===== src/rtl/mdio_phy_responder_if.sv =====
// MDIO pin and register-port bundle for the Clause 22 PHY responder.
// slave = responder side, master = MAC/pad and register-file side.
interface mdio_phy_responder_if;
   logic [4:0]  phy_addr;
   logic        mdc_in;
   logic        mdio_in;
   logic        mdio_o;
   logic        mdio_oe;
   logic [4:0]  reg_addr;
   logic [15:0] reg_wdata;
   logic        reg_wr;
   logic        reg_rd;
   logic [15:0] reg_rdata;
   logic        frame_err;
   logic        busy;

   modport slave (
      input  phy_addr, mdc_in, mdio_in, reg_rdata,
      output mdio_o, mdio_oe, reg_addr, reg_wdata, reg_wr, reg_rd, frame_err, busy
   );

   modport master (
      output phy_addr, mdc_in, mdio_in, reg_rdata,
      input  mdio_o, mdio_oe, reg_addr, reg_wdata, reg_wr, reg_rd, frame_err, busy
   );
endinterface


===== src/rtl/mdio_phy_responder.sv =====
// Clause 22 MDIO responder: oversamples MDC/MDIO on sysck, decodes frames, serves a 32x16 register port.
// Edge flags lag MDC by SYNC_STAGES+1 sysck; no backpressure - reg_rdata must be valid 2 sysck after reg_rd.
module mdio_phy_responder #(
   parameter int PREAMBLE_MIN = 32,
   parameter int SYNC_STAGES  = 2,
   parameter int BCAST_EN     = 0
) (
   input  logic                  sysck,
   input  logic                  reset,
   mdio_phy_responder_if.slave   bus
);
   localparam int PW = 6;
   localparam logic [PW-1:0] PRE_MAX = PW'(PREAMBLE_MIN);

   typedef enum logic [2:0] {
      S_PRE, S_ST, S_OP, S_PHY, S_REG, S_TA, S_DAT, S_SKIP
   } state_t;

   logic [SYNC_STAGES-1:0] mdc_sync, mdio_sync;
   logic mdc_prev, rise, fall, mdio_bit;

   state_t        state, state_nx;
   logic [PW-1:0] pre_cnt, pre_nx;
   logic [4:0]    bit_cnt, bit_nx, bit_inc, field;
   logic          op0, op0_nx, is_read, is_read_nx, matched, matched_nx;
   logic [3:0]    fld_sh, fld_nx;
   logic [4:0]    addr_q, addr_nx;
   logic [15:0]   sh, sh_nx, wdata_q, wdata_nx;
   logic          mdo_q, mdo_nx, oe_q, oe_nx;
   logic          wr_q, wr_nx, rd_q, rd_nx, err_q, err_nx;

   // Synchronisers run freely so the edge history can be preloaded during reset.
   always_ff @(posedge sysck) begin
      mdc_sync  <= {mdc_sync[SYNC_STAGES-2:0], bus.mdc_in};
      mdio_sync <= {mdio_sync[SYNC_STAGES-2:0], bus.mdio_in};
   end

   always_ff @(posedge sysck) begin
      mdc_prev <= mdc_sync[SYNC_STAGES-1];
      mdio_bit <= mdio_sync[SYNC_STAGES-1];
      if (reset) begin
         rise <= 1'b0;
         fall <= 1'b0;
      end else begin
         rise <= mdc_sync[SYNC_STAGES-1] & ~mdc_prev;
         fall <= ~mdc_sync[SYNC_STAGES-1] & mdc_prev;
      end
   end

   assign bit_inc = bit_cnt + 5'd1;
   assign field   = {fld_sh, mdio_bit};

   always_comb begin
      state_nx   = state;
      pre_nx     = pre_cnt;
      bit_nx     = bit_cnt;
      op0_nx     = op0;
      is_read_nx = is_read;
      matched_nx = matched;
      fld_nx     = fld_sh;
      addr_nx    = addr_q;
      sh_nx      = sh;
      wdata_nx   = wdata_q;
      mdo_nx     = mdo_q;
      oe_nx      = oe_q;
      wr_nx      = 1'b0;
      rd_nx      = 1'b0;
      err_nx     = 1'b0;
      if (rise) begin
         case (state)
            S_PRE: begin
               if (mdio_bit) begin
                  if (pre_cnt != PRE_MAX) pre_nx = pre_cnt + PW'(1);
               end else begin
                  if (pre_cnt == PRE_MAX) state_nx = S_ST;
                  pre_nx = '0;
               end
            end
            S_ST: begin
               bit_nx = '0;
               if (mdio_bit) begin
                  state_nx = S_OP;
               end else begin
                  err_nx   = 1'b1;
                  pre_nx   = '0;
                  state_nx = S_PRE;
               end
            end
            S_OP: begin
               if (bit_cnt == 5'd0) begin
                  op0_nx = mdio_bit;
                  bit_nx = 5'd1;
               end else if (op0 != mdio_bit) begin
                  is_read_nx = op0;
                  bit_nx     = '0;
                  state_nx   = S_PHY;
               end else begin
                  err_nx   = 1'b1;
                  pre_nx   = '0;
                  state_nx = S_PRE;
               end
            end
            S_PHY: begin
               fld_nx = field[3:0];
               bit_nx = bit_inc;
               if (bit_cnt == 5'd4) begin
                  matched_nx = (field == bus.phy_addr) ||
                               ((BCAST_EN != 0) && !is_read && (field == 5'd0));
                  bit_nx   = '0;
                  state_nx = S_REG;
               end
            end
            S_REG: begin
               fld_nx = field[3:0];
               bit_nx = bit_inc;
               if (bit_cnt == 5'd4) begin
                  addr_nx = field;
                  bit_nx  = '0;
                  if (matched) begin
                     rd_nx    = is_read;
                     state_nx = S_TA;
                  end else begin
                     state_nx = S_SKIP;
                  end
               end
            end
            S_TA: begin
               bit_nx = bit_inc;
               if (bit_cnt == 5'd0) begin
                  if (is_read) sh_nx = bus.reg_rdata;
               end else begin
                  bit_nx   = '0;
                  state_nx = S_DAT;
               end
            end
            S_DAT: begin
               bit_nx = bit_inc;
               if (!is_read) sh_nx = {sh[14:0], mdio_bit};
               if (bit_cnt == 5'd15) begin
                  pre_nx   = '0;
                  state_nx = S_PRE;
                  if (!is_read) begin
                     wdata_nx = {sh[14:0], mdio_bit};
                     wr_nx    = 1'b1;
                  end
               end
            end
            S_SKIP: begin
               bit_nx = bit_inc;
               if (bit_cnt == 5'd17) begin
                  pre_nx   = '0;
                  state_nx = S_PRE;
               end
            end
            default: state_nx = S_PRE;
         endcase
      end else if (fall) begin
         // Read frames end on D0's rise, so the release lands on the following fall in S_PRE.
         if (state == S_TA && bit_cnt == 5'd1 && is_read) begin
            oe_nx  = 1'b1;
            mdo_nx = 1'b0;
         end else if (state == S_DAT && is_read) begin
            oe_nx  = 1'b1;
            mdo_nx = sh[15];
            sh_nx  = {sh[14:0], 1'b0};
         end else begin
            oe_nx  = 1'b0;
            mdo_nx = 1'b0;
         end
      end
   end

   always_ff @(posedge sysck) begin
      if (reset) begin
         state   <= S_PRE;
         pre_cnt <= '0;
         bit_cnt <= '0;
         op0     <= 1'b0;
         is_read <= 1'b0;
         matched <= 1'b0;
         fld_sh  <= '0;
         addr_q  <= '0;
         sh      <= '0;
         wdata_q <= '0;
         mdo_q   <= 1'b0;
         oe_q    <= 1'b0;
         wr_q    <= 1'b0;
         rd_q    <= 1'b0;
         err_q   <= 1'b0;
      end else begin
         state   <= state_nx;
         pre_cnt <= pre_nx;
         bit_cnt <= bit_nx;
         op0     <= op0_nx;
         is_read <= is_read_nx;
         matched <= matched_nx;
         fld_sh  <= fld_nx;
         addr_q  <= addr_nx;
         sh      <= sh_nx;
         wdata_q <= wdata_nx;
         mdo_q   <= mdo_nx;
         oe_q    <= oe_nx;
         wr_q    <= wr_nx;
         rd_q    <= rd_nx;
         err_q   <= err_nx;
      end
   end

   assign bus.mdio_o    = mdo_q;
   assign bus.mdio_oe   = oe_q;
   assign bus.reg_addr  = addr_q;
   assign bus.reg_wdata = wdata_q;
   assign bus.reg_wr    = wr_q;
   assign bus.reg_rd    = rd_q;
   assign bus.frame_err = err_q;
   assign bus.busy      = (state != S_PRE);
endmodule


===== src/flat_wrapper.sv =====
// flat-port wrapper written by rule: the top's interface ports become plain ports
module mdio_phy_responder_flat 
#(
   parameter int PREAMBLE_MIN = 32,
   parameter int SYNC_STAGES  = 2,
   parameter int BCAST_EN     = 0
)
  (sysck, reset, bus_phy_addr, bus_mdc_in, bus_mdio_in, bus_reg_rdata, bus_mdio_o, bus_mdio_oe, bus_reg_addr, bus_reg_wdata, bus_reg_wr, bus_reg_rd, bus_frame_err, bus_busy);
  mdio_phy_responder_if bus_i ();
  input  logic sysck;
  input  logic reset;
  input wire logic [$bits(bus_i.phy_addr)-1:0] bus_phy_addr;
  input wire logic [$bits(bus_i.mdc_in)-1:0] bus_mdc_in;
  input wire logic [$bits(bus_i.mdio_in)-1:0] bus_mdio_in;
  input wire logic [$bits(bus_i.reg_rdata)-1:0] bus_reg_rdata;
  output wire logic [$bits(bus_i.mdio_o)-1:0] bus_mdio_o;
  output wire logic [$bits(bus_i.mdio_oe)-1:0] bus_mdio_oe;
  output wire logic [$bits(bus_i.reg_addr)-1:0] bus_reg_addr;
  output wire logic [$bits(bus_i.reg_wdata)-1:0] bus_reg_wdata;
  output wire logic [$bits(bus_i.reg_wr)-1:0] bus_reg_wr;
  output wire logic [$bits(bus_i.reg_rd)-1:0] bus_reg_rd;
  output wire logic [$bits(bus_i.frame_err)-1:0] bus_frame_err;
  output wire logic [$bits(bus_i.busy)-1:0] bus_busy;
  assign bus_i.phy_addr = bus_phy_addr;
  assign bus_i.mdc_in = bus_mdc_in;
  assign bus_i.mdio_in = bus_mdio_in;
  assign bus_i.reg_rdata = bus_reg_rdata;
  assign bus_mdio_o = bus_i.mdio_o;
  assign bus_mdio_oe = bus_i.mdio_oe;
  assign bus_reg_addr = bus_i.reg_addr;
  assign bus_reg_wdata = bus_i.reg_wdata;
  assign bus_reg_wr = bus_i.reg_wr;
  assign bus_reg_rd = bus_i.reg_rd;
  assign bus_frame_err = bus_i.frame_err;
  assign bus_busy = bus_i.busy;
  mdio_phy_responder #(.PREAMBLE_MIN(PREAMBLE_MIN), .SYNC_STAGES(SYNC_STAGES), .BCAST_EN(BCAST_EN)) u_core (.sysck(sysck), .reset(reset), .bus(bus_i));
endmodule

===== config.mk =====
export PLATFORM = sky130hd
export DESIGN_NAME = mdio_phy_responder_flat
export DESIGN_NICKNAME = d
export VERILOG_FILES = /design/src/rtl/mdio_phy_responder_if.sv /design/src/rtl/mdio_phy_responder.sv /design/src/flat_wrapper.sv
export SDC_FILE = /design/constraint.sdc
export NUM_CORES = 1
export LEC_CHECK = 0
export ABC_AREA = 1
export CAP_MARGIN = 25
export CORE_UTILIZATION = 34
export CTS_CLUSTER_DIAMETER = 60
export CTS_CLUSTER_SIZE = 16
export DETAILED_ROUTE_END_ITERATION = 10
export PLACE_DENSITY = 0.63
export SETUP_SLACK_MARGIN = 0.05
export SYNTH_ARGS = -nofsm -noshare
export SYNTH_HDL_FRONTEND = slang
export SYNTH_SLANG_ARGS = --single-unit

===== constraint.sdc =====
create_clock -name sysck -period 2.39 [get_ports sysck]
set_input_delay 0.717 -clock sysck [delete_from_list [all_inputs] [get_ports sysck]]
set_output_delay 0.717 -clock sysck [all_outputs]
set_load 0.01 [all_outputs]

==> flow_summary_export.csv <==
group,metric,value,unit
outcome,status,"complete, no violations",
sta,setup_viol,0,
finish,final_area,4320,um^2
die,io_pins,52,
critical_path,crit_type,"flop to output pin",
critical_path,cp.arrival,1.53,ns
die,initial_core_util,0.354,
detailed_routing,wl_per_cell,11.6,um
critical_path,crit_chain,"nor2_1 -> nand2_1 -> clkdlybuf4s50_1",
clock_network,tritoncts,"done",
sta,tightest_slew,0.558,ns
sta,rsz0062_at_grt,"no",
power,p_clk_frac,0.433,
yosys,syn-num-nets,543,
sta,hold_violations,0,
finish,fillers,1020,
detailed_routing,ant_nets,0,
power,ir_drop,0.247,mV
clock_network,clk_pin_slew,0.07,ns
yosys,synth_seq_cells,71,
clock_network,cts-root-buf,"clkbuf_8",
critical_path,worst_path_largest_cell_delay,0.54,ns
detailed_routing,first_iter_violations,189,
clock_network,cts_max_level,3,
detailed_routing,drc,0,
sta,setup_tns,0,ns
clock_network,cts_resized,2,
power,powerDensity,574,nW/um^2
die,core_area,9860,um^2
power,swShare,0.228,
die,dieHeight,103,um
finish,drive_gt1_frac,0.0638,
sta,slew_viol_final,0,
placed_design,placed_area,4090,um^2
yosys,synth_area_per_cell,6.82,um^2
critical_path,cp-start-kind,"flop",
sta,fin_skew,0.0163,ns
die,die_area,10700,um^2
placed_design,dp_hpwl,5.84,mm
global_route,antenna_found_initial,0,
detailed_routing,vias_per_cell,4.70,
yosys,synth_area,3490,um^2
power,power_frac_seq,0.494,
placed_design,finalWeightedCongestion,0.869,
die,num_rows,36,
sta,slew_headroom,0.627,
global_route,gr-usage-all-layers,0.166,
power,combPwrFrac,0.073,
power,power.switching,0.564,mW
yosys,ys_seq_area_frac,0.407,
clock_network,clock_latency,0.35,ns
detailed_routing,dr.pass1.iters,4,
worst_hold_path,min_path_type,"flop to flop",
sta,post-route-period-util,0.940,
critical_path,path_max_fanout,6,
placed_design,io_buffer_count,51,
power,leakage,1.84,nW
yosys,yosys_warnings,0,
critical_path,slowest_stage,"clkdlybuf4s50_1",
placed_design,pre_cts_slack,0.362,ns
global_route,grt_first_pass_wirelength,13.8,mm
detailed_routing,num_vias,3276,
clock_network,cts_made_buffers,9,
finish,area_delta_synth_final,23.5,%
worst_hold_path,holdPathStages,0,
critical_path,crit_required,1.67,ns
clock_network,holdBufCountCts,0,
sta,fmaxAchievable,0.445,GHz
clock_network,cts.sinks,71,
clock_network,cts_max_path_buffers,2,
global_route,gr-total-overflow,0,
finish,final_net_count,590,
critical_path,end_kind,"output pin",
die,dieWidth,103,um
yosys,synth_cell_types,33,
sta,period_minus_slack,2.25,ns
flow_run,maxCapViolations,0,
yosys,syn_inst,512,
finish,antenna_cells,0,
global_route,first_global_vias,3021,
clock_network,cts_setup_buffers,0,
detailed_routing,routed_wl,8.09,mm
critical_path,r2r_cells,11,
power,p_int,1.91,mW
sta,setup_ws,0.144,ns
global_route,grt_start_max_net_pins,33,
path summary, 6_finish.rpt:
path / slack [ns] / endpoint / from
worst max-delay path: 0.14 / bus_busy / u_core.state[1]
worst max register to register: 0.34 / u_core.sh[5] / u_core.bit_cnt[0]
worst min-delay path: 0.33 / u_core.mdio_bit / u_core.mdio_sync[1]
worst min register to register: 0.33 / u_core.mdio_bit / u_core.mdio_sync[1]
cell usage after synthesis (all sizes together):
library cell / count / area share
a211oi: 1 / 0.0021
a21oi: 33 / 0.047
a31oi: 1 / 0.0018
buf: 17 / 0.036
clkbuf: 5 / 0.0054
clkinv: 1 / 0.0025
dfxtp: 71 / 0.41
ha: 6 / 0.021
inv: 49 / 0.053
nand2: 113 / 0.13
nand3: 55 / 0.080
nand3b: 1 / 0.0021
nand4: 7 / 0.017
nor2: 99 / 0.11
nor3: 5 / 0.0086
o211ai: 1 / 0.0021
o21ai: 40 / 0.062
or2: 1 / 0.0018
xnor2: 4 / 0.010
xor2: 2 / 0.0050
critical path: cells and delay by family, from the launching register on:
kind | cells | cell delay, ns
buffers and inverters | 1 | 0.54
DFF | 1 | 0.45
and+or+nand+nor | 2 | 0.21
per-layer routing:
metal  track usage  wire, um  vias to the layer above  share of wire
met5             0         0                        -              0
met1         0.227      3910                     1451           0.48
met3        0.0363       373                       13          0.046
li1              -         -                     1733              -
met2         0.256      3680                       79           0.46
met4        0.0607       121                        0          0.015
cells by family (layout without fill, tap and decap cells):
kind of cell | Yosys count | after routing | synth area share
XOR/XNOR | 6 | 6 | 0.0150
AO/OA/AOI/OAI | 76 | 76 | 0.115
buffers and inverters | 72 | 124 | 0.0963
flip-flops | 71 | 71 | 0.407
adder cells (fa/ha/maj) | 6 | 6 | 0.0215
AND/OR/NAND/NOR | 281 | 281 | 0.345
registers in the layout, indices dropped and copies added, names as in the netlist:
name	count
u_core.bus.reg_wr	1
u_core.bus.mdio_oe	1
u_core.bus.reg_addr	5
u_core.fall	1
u_core.state	3
u_core.pre_cnt	6
u_core.rise	1
u_core.bus.frame_err	1
u_core.bus.mdio_o	1
u_core.mdio_sync	2
u_core.matched	1
u_core.mdc_prev	1
u_core.bus.reg_wdata	16
u_core.fld_sh	4
u_core.is_read	1
u_core.bit_cnt	5
u_core.sh	16
u_core.mdio_bit	1
u_core.bus.reg_rd	1
u_core.mdc_sync	2
u_core.op0	1
stage by stage:
step           hold slack, ns  utilization  cells  power (mW)
2_1_floorplan           0.310            -    512        1.36
5_1_grt                 0.346        0.437    697        2.58
6_report                0.328        0.437    697        2.48
3_3_place_gp            0.314        0.415    681        1.43
4_1_cts                 0.331        0.437    697        2.51
3_5_place_dp            0.318        0.415    681        1.43
power groups by stage:
stage	Sequential, mW	Combinational, mW	Clock (mW)
CTS	1.22	0.182	1.10
detailed placement	1.25	0.181	0
floorplan	1.25	0.119	0
finish	1.23	0.181	1.07
global placement	1.25	0.179	0
global route	1.23	0.206	1.15
cell type report:
cell class | count | area (um^2) | area share
multi-input combinational | 369 | 1740 | 0.402
sequential | 71 | 1420 | 0.330
timing repair buffer | 58 | 576 | 0.133
inverter | 50 | 193 | 0.0447
tap | 133 | 166 | 0.0386
clock buffer | 12 | 145 | 0.0336
clock inverter | 4 | 76.3 | 0.0177
placed cells by master (no fill, tap or decap), types with 2 or more instances in the layout:
master,n
a21oi_1,33
buf_4,6
bufinv_16,2
clkbuf_1,2
clkbuf_8,10
clkdlybuf4s50_1,51
dfxtp_1,69
dfxtp_2,2
ha_1,6
inv_1,48
nand2_1,110
nand2_4,2
nand3_1,54
nand4_1,6
nor2_1,97
nor3_1,4
o21ai_0,38
xnor2_1,4
xor2_1,2
Note: power is estimated with default switching activity, not from simulation.
